===== src/rtl/icache_ctrl.sv =====
// Direct-mapped L1 instruction cache controller: combinational hits, single-line
// refill over a req/gnt + beat port, and whole-cache invalidate for fence.i.
module icache_ctrl #(
    parameter int LINES = 16,
    parameter int WORDS = 4
) (
    input  logic        clk,
    input  logic        rst,
    input  logic [31:0] PC_address,
    input  logic        Icache_en,
    input  logic        icache_flush,
    output logic [31:0] instr,
    output logic        Istall,
    output logic        mem_req,
    output logic [31:0] mem_addr,
    input  logic        mem_gnt,
    input  logic        mem_rvalid,
    input  logic [31:0] mem_rdata
);
    localparam int OFF  = $clog2(WORDS);
    localparam int IDX  = $clog2(LINES);
    localparam int TAGW = 30 - OFF - IDX;
    localparam logic [OFF-1:0] LAST_BEAT = OFF'(WORDS - 1);
    localparam logic [31:0]    NOP       = 32'h0000_0013;

    typedef enum logic [1:0] {IDLE, MISS_REQ, REFILL, RESP} state_t;

    state_t             r_state;
    state_t             w_state_nxt;
    logic [LINES-1:0]   r_valid;
    logic [OFF-1:0]     r_beat;
    logic               r_flush_pend;

    logic [TAGW-1:0]    r_tag  [LINES];
    logic [31:0]        r_data [LINES][WORDS];
    logic [31:0]        r_buf  [WORDS];
    logic [31:0]        r_resp;
    logic [TAGW-1:0]    r_tag_l;
    logic [IDX-1:0]     r_idx_l;
    logic [OFF-1:0]     r_off_l;

    logic [OFF-1:0]     w_off;
    logic [IDX-1:0]     w_idx;
    logic [TAGW-1:0]    w_tag;
    logic               w_hit;
    logic               w_miss;
    logic               w_last;
    logic               w_unused;

    assign w_off    = PC_address[OFF+1:2];
    assign w_idx    = PC_address[OFF+IDX+1:OFF+2];
    assign w_tag    = PC_address[31:OFF+IDX+2];
    assign w_unused = &{1'b0, PC_address[1:0]};

    // A flush in the request cycle forces a miss even if the tag matches.
    assign w_hit  = Icache_en && !icache_flush && r_valid[w_idx] && (r_tag[w_idx] == w_tag);
    assign w_miss = Icache_en && !w_hit;
    assign w_last = mem_rvalid && (r_beat == LAST_BEAT);

    always_ff @(posedge clk or posedge rst) begin
        if (rst) begin
            r_state      <= IDLE;
            r_valid      <= '0;
            r_beat       <= '0;
            r_flush_pend <= 1'b0;
        end else begin
            r_state <= w_state_nxt;
            case (r_state)
                IDLE: begin
                    if (icache_flush)
                        r_valid <= '0;
                end
                MISS_REQ: begin
                    if (icache_flush)
                        r_flush_pend <= 1'b1;
                end
                REFILL: begin
                    if (icache_flush)
                        r_flush_pend <= 1'b1;
                    if (mem_rvalid)
                        r_beat <= r_beat + 1'b1;
                    if (w_last)
                        r_valid[r_idx_l] <= 1'b1;
                end
                RESP: begin
                    // Entering IDLE: honour any flush seen during the miss, including this cycle's.
                    if (r_flush_pend || icache_flush) begin
                        r_valid      <= '0;
                        r_flush_pend <= 1'b0;
                    end
                end
                default: ;
            endcase
        end
    end

    always_ff @(posedge clk) begin
        if (r_state == IDLE && w_miss) begin
            r_tag_l <= w_tag;
            r_idx_l <= w_idx;
            r_off_l <= w_off;
        end
        if (r_state == REFILL && mem_rvalid) begin
            r_buf[r_beat] <= mem_rdata;
            if (r_beat == r_off_l)
                r_resp <= mem_rdata;
            // Whole line lands at once so a partial refill is never visible.
            if (r_beat == LAST_BEAT) begin
                r_tag[r_idx_l] <= r_tag_l;
                for (int w = 0; w < WORDS; w++)
                    r_data[r_idx_l][w] <= (w == WORDS - 1) ? mem_rdata : r_buf[w];
            end
        end
    end

    always_comb begin
        w_state_nxt = r_state;
        instr       = NOP;
        Istall      = 1'b0;
        mem_req     = 1'b0;
        mem_addr    = '0;
        case (r_state)
            IDLE: begin
                if (w_hit) begin
                    instr = r_data[w_idx][w_off];
                end else if (w_miss) begin
                    Istall      = 1'b1;
                    w_state_nxt = MISS_REQ;
                end
            end
            MISS_REQ: begin
                Istall   = 1'b1;
                mem_req  = 1'b1;
                mem_addr = {r_tag_l, r_idx_l, {(OFF + 2){1'b0}}};
                if (mem_gnt)
                    w_state_nxt = REFILL;
            end
            REFILL: begin
                Istall = 1'b1;
                if (w_last)
                    w_state_nxt = RESP;
            end
            RESP: begin
                instr       = r_resp;
                w_state_nxt = IDLE;
            end
            default: w_state_nxt = IDLE;
        endcase
        if (rst) begin
            instr    = NOP;
            Istall   = 1'b0;
            mem_req  = 1'b0;
            mem_addr = '0;
        end
    end
endmodule


===== config.mk =====
export PLATFORM = sky130hd
export DESIGN_NAME = icache_ctrl
export DESIGN_NICKNAME = d
export VERILOG_FILES = /design/src/rtl/icache_ctrl.sv
export SDC_FILE = /design/constraint.sdc
export NUM_CORES = 2
export LEC_CHECK = 0
export ABC_AREA = 0
export CORE_ASPECT_RATIO = 0.9
export CORE_UTILIZATION = 40
export CTS_BUF_LIST = sky130_fd_sc_hd__clkbuf_4 sky130_fd_sc_hd__clkbuf_8
export DETAILED_ROUTE_END_ITERATION = 7
export GPL_ROUTABILITY_DRIVEN = 0
export PLACE_DENSITY_LB_ADDON = 0.1
export SETUP_SLACK_MARGIN = 0.02
export SYNTH_ARGS = -nofsm -noshare
export SYNTH_HDL_FRONTEND = slang
export SYNTH_SLANG_ARGS = --single-unit
export TNS_END_PERCENT = 100

===== constraint.sdc =====
create_clock -name clk -period 11.5 [get_ports clk]
set_input_delay 2.3 -clock clk [delete_from_list [all_inputs] [get_ports clk]]
set_output_delay 2.3 -clock clk [all_outputs]
set_load 0.02 [all_outputs]

== Yosys cells after proc, flatten, opt, wreduce, memory -nomap -nowiden ==
Memories as Yosys holds them, arrays and structs flattened.
Cells that the tools add are included.

* Bits in registers: 83
* Memory bits (writable): 2,560
* Input port bits: 70
* Output and inout bits: 66
* Word-level logic and storage cells: 86
* Memories kept: 3

{| class="wikitable"
|+ Memory list
! name !! words !! width !! rd ports !! clocked after Yosys merged registers in !! write ports !! line !! source
|-
| r_data || 16 || 128 || 1 || 0 || 1 || 35 || <nowiki>logic [31:0] r_data [LINES][WORDS];</nowiki>
|-
| r_tag || 16 || 24 || 1 || 0 || 1 || 34 || <nowiki>logic [TAGW-1:0] r_tag [LINES];</nowiki>
|-
| r_buf || 4 || 32 || 3 || 0 || 1 || 36 || <nowiki>logic [31:0] r_buf [WORDS];</nowiki>
|}

* Add/subtract/negate cells: 1
* Order comparisons: 4
* Eq/ne operators: 13
* Muxes and demuxes: 35
* Bitwise logic cells: 2
* Reductions and logical operators: 20

{| class="wikitable"
|+ Operators by type and width
! cell !! count
|-
| two-way mux 32 bit || 6
|-
| binary-select mux 32 bit (select 2 bit) || 1
|-
| case mux 32 bit (2 select lines) || 1
|-
| two-way mux 16 bit || 3
|-
| case mux 16 bit (3 select lines) || 1
|-
| == test 24 bit || 1
|-
| bitwise OR 16 bit || 1
|-
| two-way mux 1 bit || 14
|-
| inequality test 2 bit (second input constant) || 6
|-
| less-than comparator 4 x 5 -> 1 bit (second input constant) || 2
|-
| logical AND 1 bit || 8
|-
| two-way mux 2 bit || 4
|-
| case mux 2 bit (4 select lines) || 1
|-
| AND reduction 4 bit || 2
|-
| == test 2 bit (second input constant) || 3
|-
| binary-select mux 1 bit (select 4 bit) || 1
|-
| demux 1 bit (select 4 bit) || 1
|-
| >= comparator 4 x 1 -> 1 bit (second input constant) || 1
|-
| case mux 1 bit (2 select lines) || 2
|-
| AND reduction 2 bit || 2
|-
| >= comparator 3 bit (second input constant) || 1
|-
| inverter 2 -> 3 bit || 1
|-
| AND reduction 3 bit || 1
|-
| nonzero test 3 bit || 1
|-
| other kinds (9) || 10
|}

== Depth between registers and ports, before layout ==
* Depth in word-level cells: 10
* Depth in mapped cells: 13

== Least setup slack after synthesis ==
OpenSTA, ideal clock, no wires.

* Path kind: input to register
* Start: input mem_rvalid
* End: memory r_data[4][0] (netlist bit) (enable)
* Library setup time: 0.849 ns
* Arrival: 12.907 ns
* Slack: -2.256 ns
* Stages: 3
* Buffers on the path: 0
* Cell sequence: and3_1 nand3b_1 nor3_1

* Word-level cells in the longest chain between the ends: 3

{| class="wikitable"
|+ RTL lines
! element !! line !! source
|-
| start, declared || 17 || <nowiki>input logic mem_rvalid,</nowiki>
|-
| logical AND 1 bit || 103 || <nowiki>if (r_state == REFILL && mem_rvalid) begin</nowiki>
|-
| two-way mux 1 bit || 103 ||
|-
| two-way mux 1 bit || 111 || <nowiki>r_data[r_idx_l][w] <= (w == WORDS - 1) ? mem_rdata : r_buf[w];</nowiki>
|-
| end, declared || 35 ||
|}

Every way passes these cells.

== Worst setup path after layout ==
* Start: input PC_address[7]
* End: output instr[22]

* Word-level cells in the longest chain between the ends: 7

{| class="wikitable"
|+ RTL lines
! element !! line !! source
|-
| start, declared || 9 || <nowiki>input logic [31:0] PC_address,</nowiki>
|-
| memory (16 x 128 bit) or binary-select mux 1 bit (select 4 bit) (tied branches) || -- ||
|-
| binary-select mux 32 bit (select 2 bit) or two-way mux 1 bit (tied branches) || 125, 56 ||
|-
| two-way mux 32 bit (implied by the code) or logical AND 1 bit (tied branches) (2 in a row) || 125, 56 ||
|-
| two-way mux 32 bit * || 124 || <nowiki>if (w_hit) begin</nowiki>
|-
| case mux 32 bit (2 select lines) * || 122 || <nowiki>case (r_state)</nowiki>
|-
| two-way mux 32 bit * || 149 || <nowiki>if (rst) begin</nowiki>
|-
| end, declared || 12 || <nowiki>output logic [31:0] instr,</nowiki>
|}

Every way passes the cells marked *; elsewhere a longest branch is shown, timed or not. The select of a mux whose other input is x is not followed.

==> flow_summary.json <==
{
  "status": "complete, no violations",
  "wl_mm": 246,
  "p_int_uw": 15500,
  "clock_power_share_pct": 39.0,
  "endpoint_kind": "output pin",
  "grt_overflow": 0,
  "initial_core_util_pct": 40.3,
  "crit_fanout": 47,
  "cts_buffer_depth": 4,
  "ctsResizeCount": 0,
  "grt_pass1_vias": 48324,
  "grt_max_degree": 102,
  "vias": 45040,
  "viasPerCell": 5.50,
  "dieHeight_um": 476,
  "slew_headroom_pct": 23.2,
  "core_area_mm2": 0.247,
  "arrival_ns": 7.25,
  "die-area_mm2": 0.251,
  "hpwl_mm": 119,
  "cts-htree-levels": 5,
  "worstPathRequired_ns": 9.20,
  "worst_pin_slew_ns": 1.15,
  "yosys_warnings": 0,
  "fin_skew_ns": 0.0367,
  "synth_edf_count": 2590,
  "finalMaxSlewViolations": 0,
  "drtIter0Drc": 4031,
  "area_growth_pct": 13.9,
  "hold_path_class": "flip-flop to flip-flop",
  "ir_worst_vdd_v": 0.000108,
  "synth_sequential_area_ratio_pct": 78.6,
  "synth_top_area_cell": "edfxtp_1",
  "die_w_um": 528,
  "final.min_clock_period_ns": 9.55,
  "finish.utilization_pct": 45.9,
  "syn_area_per_cell_um2": 24.6,
  "post_cts_buffers": 0,
  "wl_per_cell_um": 30.0,
  "tritoncts": "done",
  "drt_drc_violations_left": 0,
  "wl_met1_mm": 109,
  "ant_nets": 0,
  "finalSetupViolCount": 0,
  "grt_antenna_before_repair": 18,
  "synth_area_mm2": 0.0996,
  "synthTopCellsByArea": "edfxtp_1 78%, mux4_2 17%, mux2i_1 0.66%",
  "numClockSinks": 2611,
  "rows": 173,
  "dr.max_layer_used": "met5",
  "combPwrFrac_pct": 6.5,
  "grt_pass1_wl_mm": 353,
  "synth-seq-cells": 2611,
  "dr_wl_met2_mm": 121,
  "clock_latency_ns": 1.07,
  "switching_share_pct": 23.1,
  "synth.distinct_cells": 62,
  "numCtsBuffers": 449,
  "synth.most_common_cell": "edfxtp_1",
  "ios": 136,
  "leakage_uw": 0.0354,
  "post-route-period-util_pct": 83.1,
  "port_buffers": 129,
  "holdBufCountCts": 0,
  "powerDensity_mw_per_mm2": 177,
  "max_freq_mhz": 105,
  "crit_path_start_kind": "input port",
  "cts.root.buffer_cell": "clkbuf_8",
  "layout.nets": 4599,
  "yosysTopAreaCellShare_pct": 78.0,
  "syn_inst": 4049,
  "synthArstFlopShare_pct": 0.804,
  "p_switching_uw": 4650,
  "grt_setup_unrepaired": "no",
  "crit_type": "input port to output pin",
  "drive_above_1_share_pct": 32.2,
  "hold_viol_final": 0,
  "clk_pin_slew_ns": 0.06,
  "firstDrtPassIters": 5,
  "synth-main-ff-cell": "edfxtp_1",
  "tns_ns": 0,
  "pwr-share-seq_pct": 54.5,
  "cap_violations": 0,
  "dr_wl_met3_mm": 10.4,
  "netlist_top_cells_count": "2590 x edfxtp_1, 736 x mux4_2, 122 x buf_2, 66 x mux2i_1, 49 x nor2_1",
  "track_usage_pct": 19.7
}
## kinds of logic after synthesis
group / count (synthesis) / synth area share (%)
AO/OA/AOI/OAI: 130 / 0.987
XOR/XNOR: 28 / 0.246
adder cells (fa/ha/maj): 9 / 0.113
buffers and inverters: 221 / 1.18
flip-flops: 2611 / 78.6
multiplexers: 827 / 17.7
other: 1 / 0.00376
AND/OR/NAND/NOR: 222 / 1.21
## critical path, stage by stage
cell and delay [ns]:
clkbuf_8 0.53, buf_4 0.62, nor2b_1 0.52, nand2_1 0.09, and3_1 0.21, nor3_1 0.14
nor3b_1 0.33, o2111ai_1 0.24, nor4_4 0.17, buf_4 0.66, a22o_1 0.59, clkdlybuf4s50_1 0.72
## through the flow
stage	hold slack (ns)	power [uW]	instances	area [um2]	setup WS, ns
6_report	0.501	20100	8195	113000	1.95
5_1_grt	0.515	20800	8190	113000	1.78
4_1_cts	0.500	20400	8186	113000	1.79
3_5_place_dp	0.485	12500	7394	105000	1.79
3_3_place_gp	0.474	12500	7394	105000	1.80
2_1_floorplan	0.457	11800	4052	99700	1.84
## state kept, by name, summed over array words and instances (netlist names), 2 cells and up
name     count
r_idx_l      4
r_resp      32
r_valid     16
r_tag      384
r_off_l      2
r_state      2
r_buf       96
r_tag_l     24
r_data    2048
r_beat       2
## per-layer routing
layer,GRT usage [%],vias to the layer above
met5,0,-
met4,5.61,10
met3,3.13,434
met2,32.4,1149
met1,27.4,24878
li1,-,18569
## power by group through the flow
stage	clock, uW	combinational (uW)	sequential [uW]
CTS	8070	1340	11000
detailed placement	0	1340	11100
floorplan	0	776	11100
global route	8460	1390	11000
finish	7850	1300	11000
global placement	0	1340	11100
## placed cells by master (no fill, tap or decap), types with 11 or more instances in the layout
cell type,n
a22o_1,33
dfrtp_1,21
nand3_1,14
clkdlybuf4s50_1,123
clkinv_2,47
mux2_2,18
a22oi_1,18
inv_1,11
nor2_1,35
clkbuf_4,162
xor2_1,19
nor2_4,14
clkbuf_8,457
and2_1,30
buf_12,21
and3_1,35
nor2b_1,15
a21oi_1,22
nand2_1,26
edfxtp_1,2590
mux2i_1,66
mux4_2,736
clkinv_1,120
buf_4,77
## cell type report
cell class / instances / area (um2)
Inverter: 12 / 45.0
Timing Repair Buffer: 226 / 2300
Clock inverter: 174 / 772
Antenna cell: 9 / 22.5
Clock buffer: 618 / 7490
Fill cell: 20741 / 134000
Sequential cell: 2611 / 78300
Tap cell: 3325 / 4160
Multi-Input combinational cell: 1220 / 20400
## final timing paths
check / depth (start not counted) / endpoint / slack [ns] / from
setup / recovery: 12 / instr[22] / 1.95 / PC_address[7]
hold / removal: 2 / r_valid[12]$_DFFE_PP0P_ / 0.50 / r_valid[12]$_DFFE_PP0P_
setup reg to reg: 7 / r_data[14][35]$_DFFE_PP_ / 7.04 / r_state[0]$_DFFE_PP0P_
hold reg to reg: 2 / r_valid[12]$_DFFE_PP0P_ / 0.50 / r_valid[12]$_DFFE_PP0P_
max in group asynchronous: 2 / r_valid[2]$_DFFE_PP0P_ / 9.03 / rst
min in group asynchronous: 2 / r_flush_pend$_DFFE_PP0P_ / 1.92 / rst
Note: power is estimated with default switching activity, not from simulation.
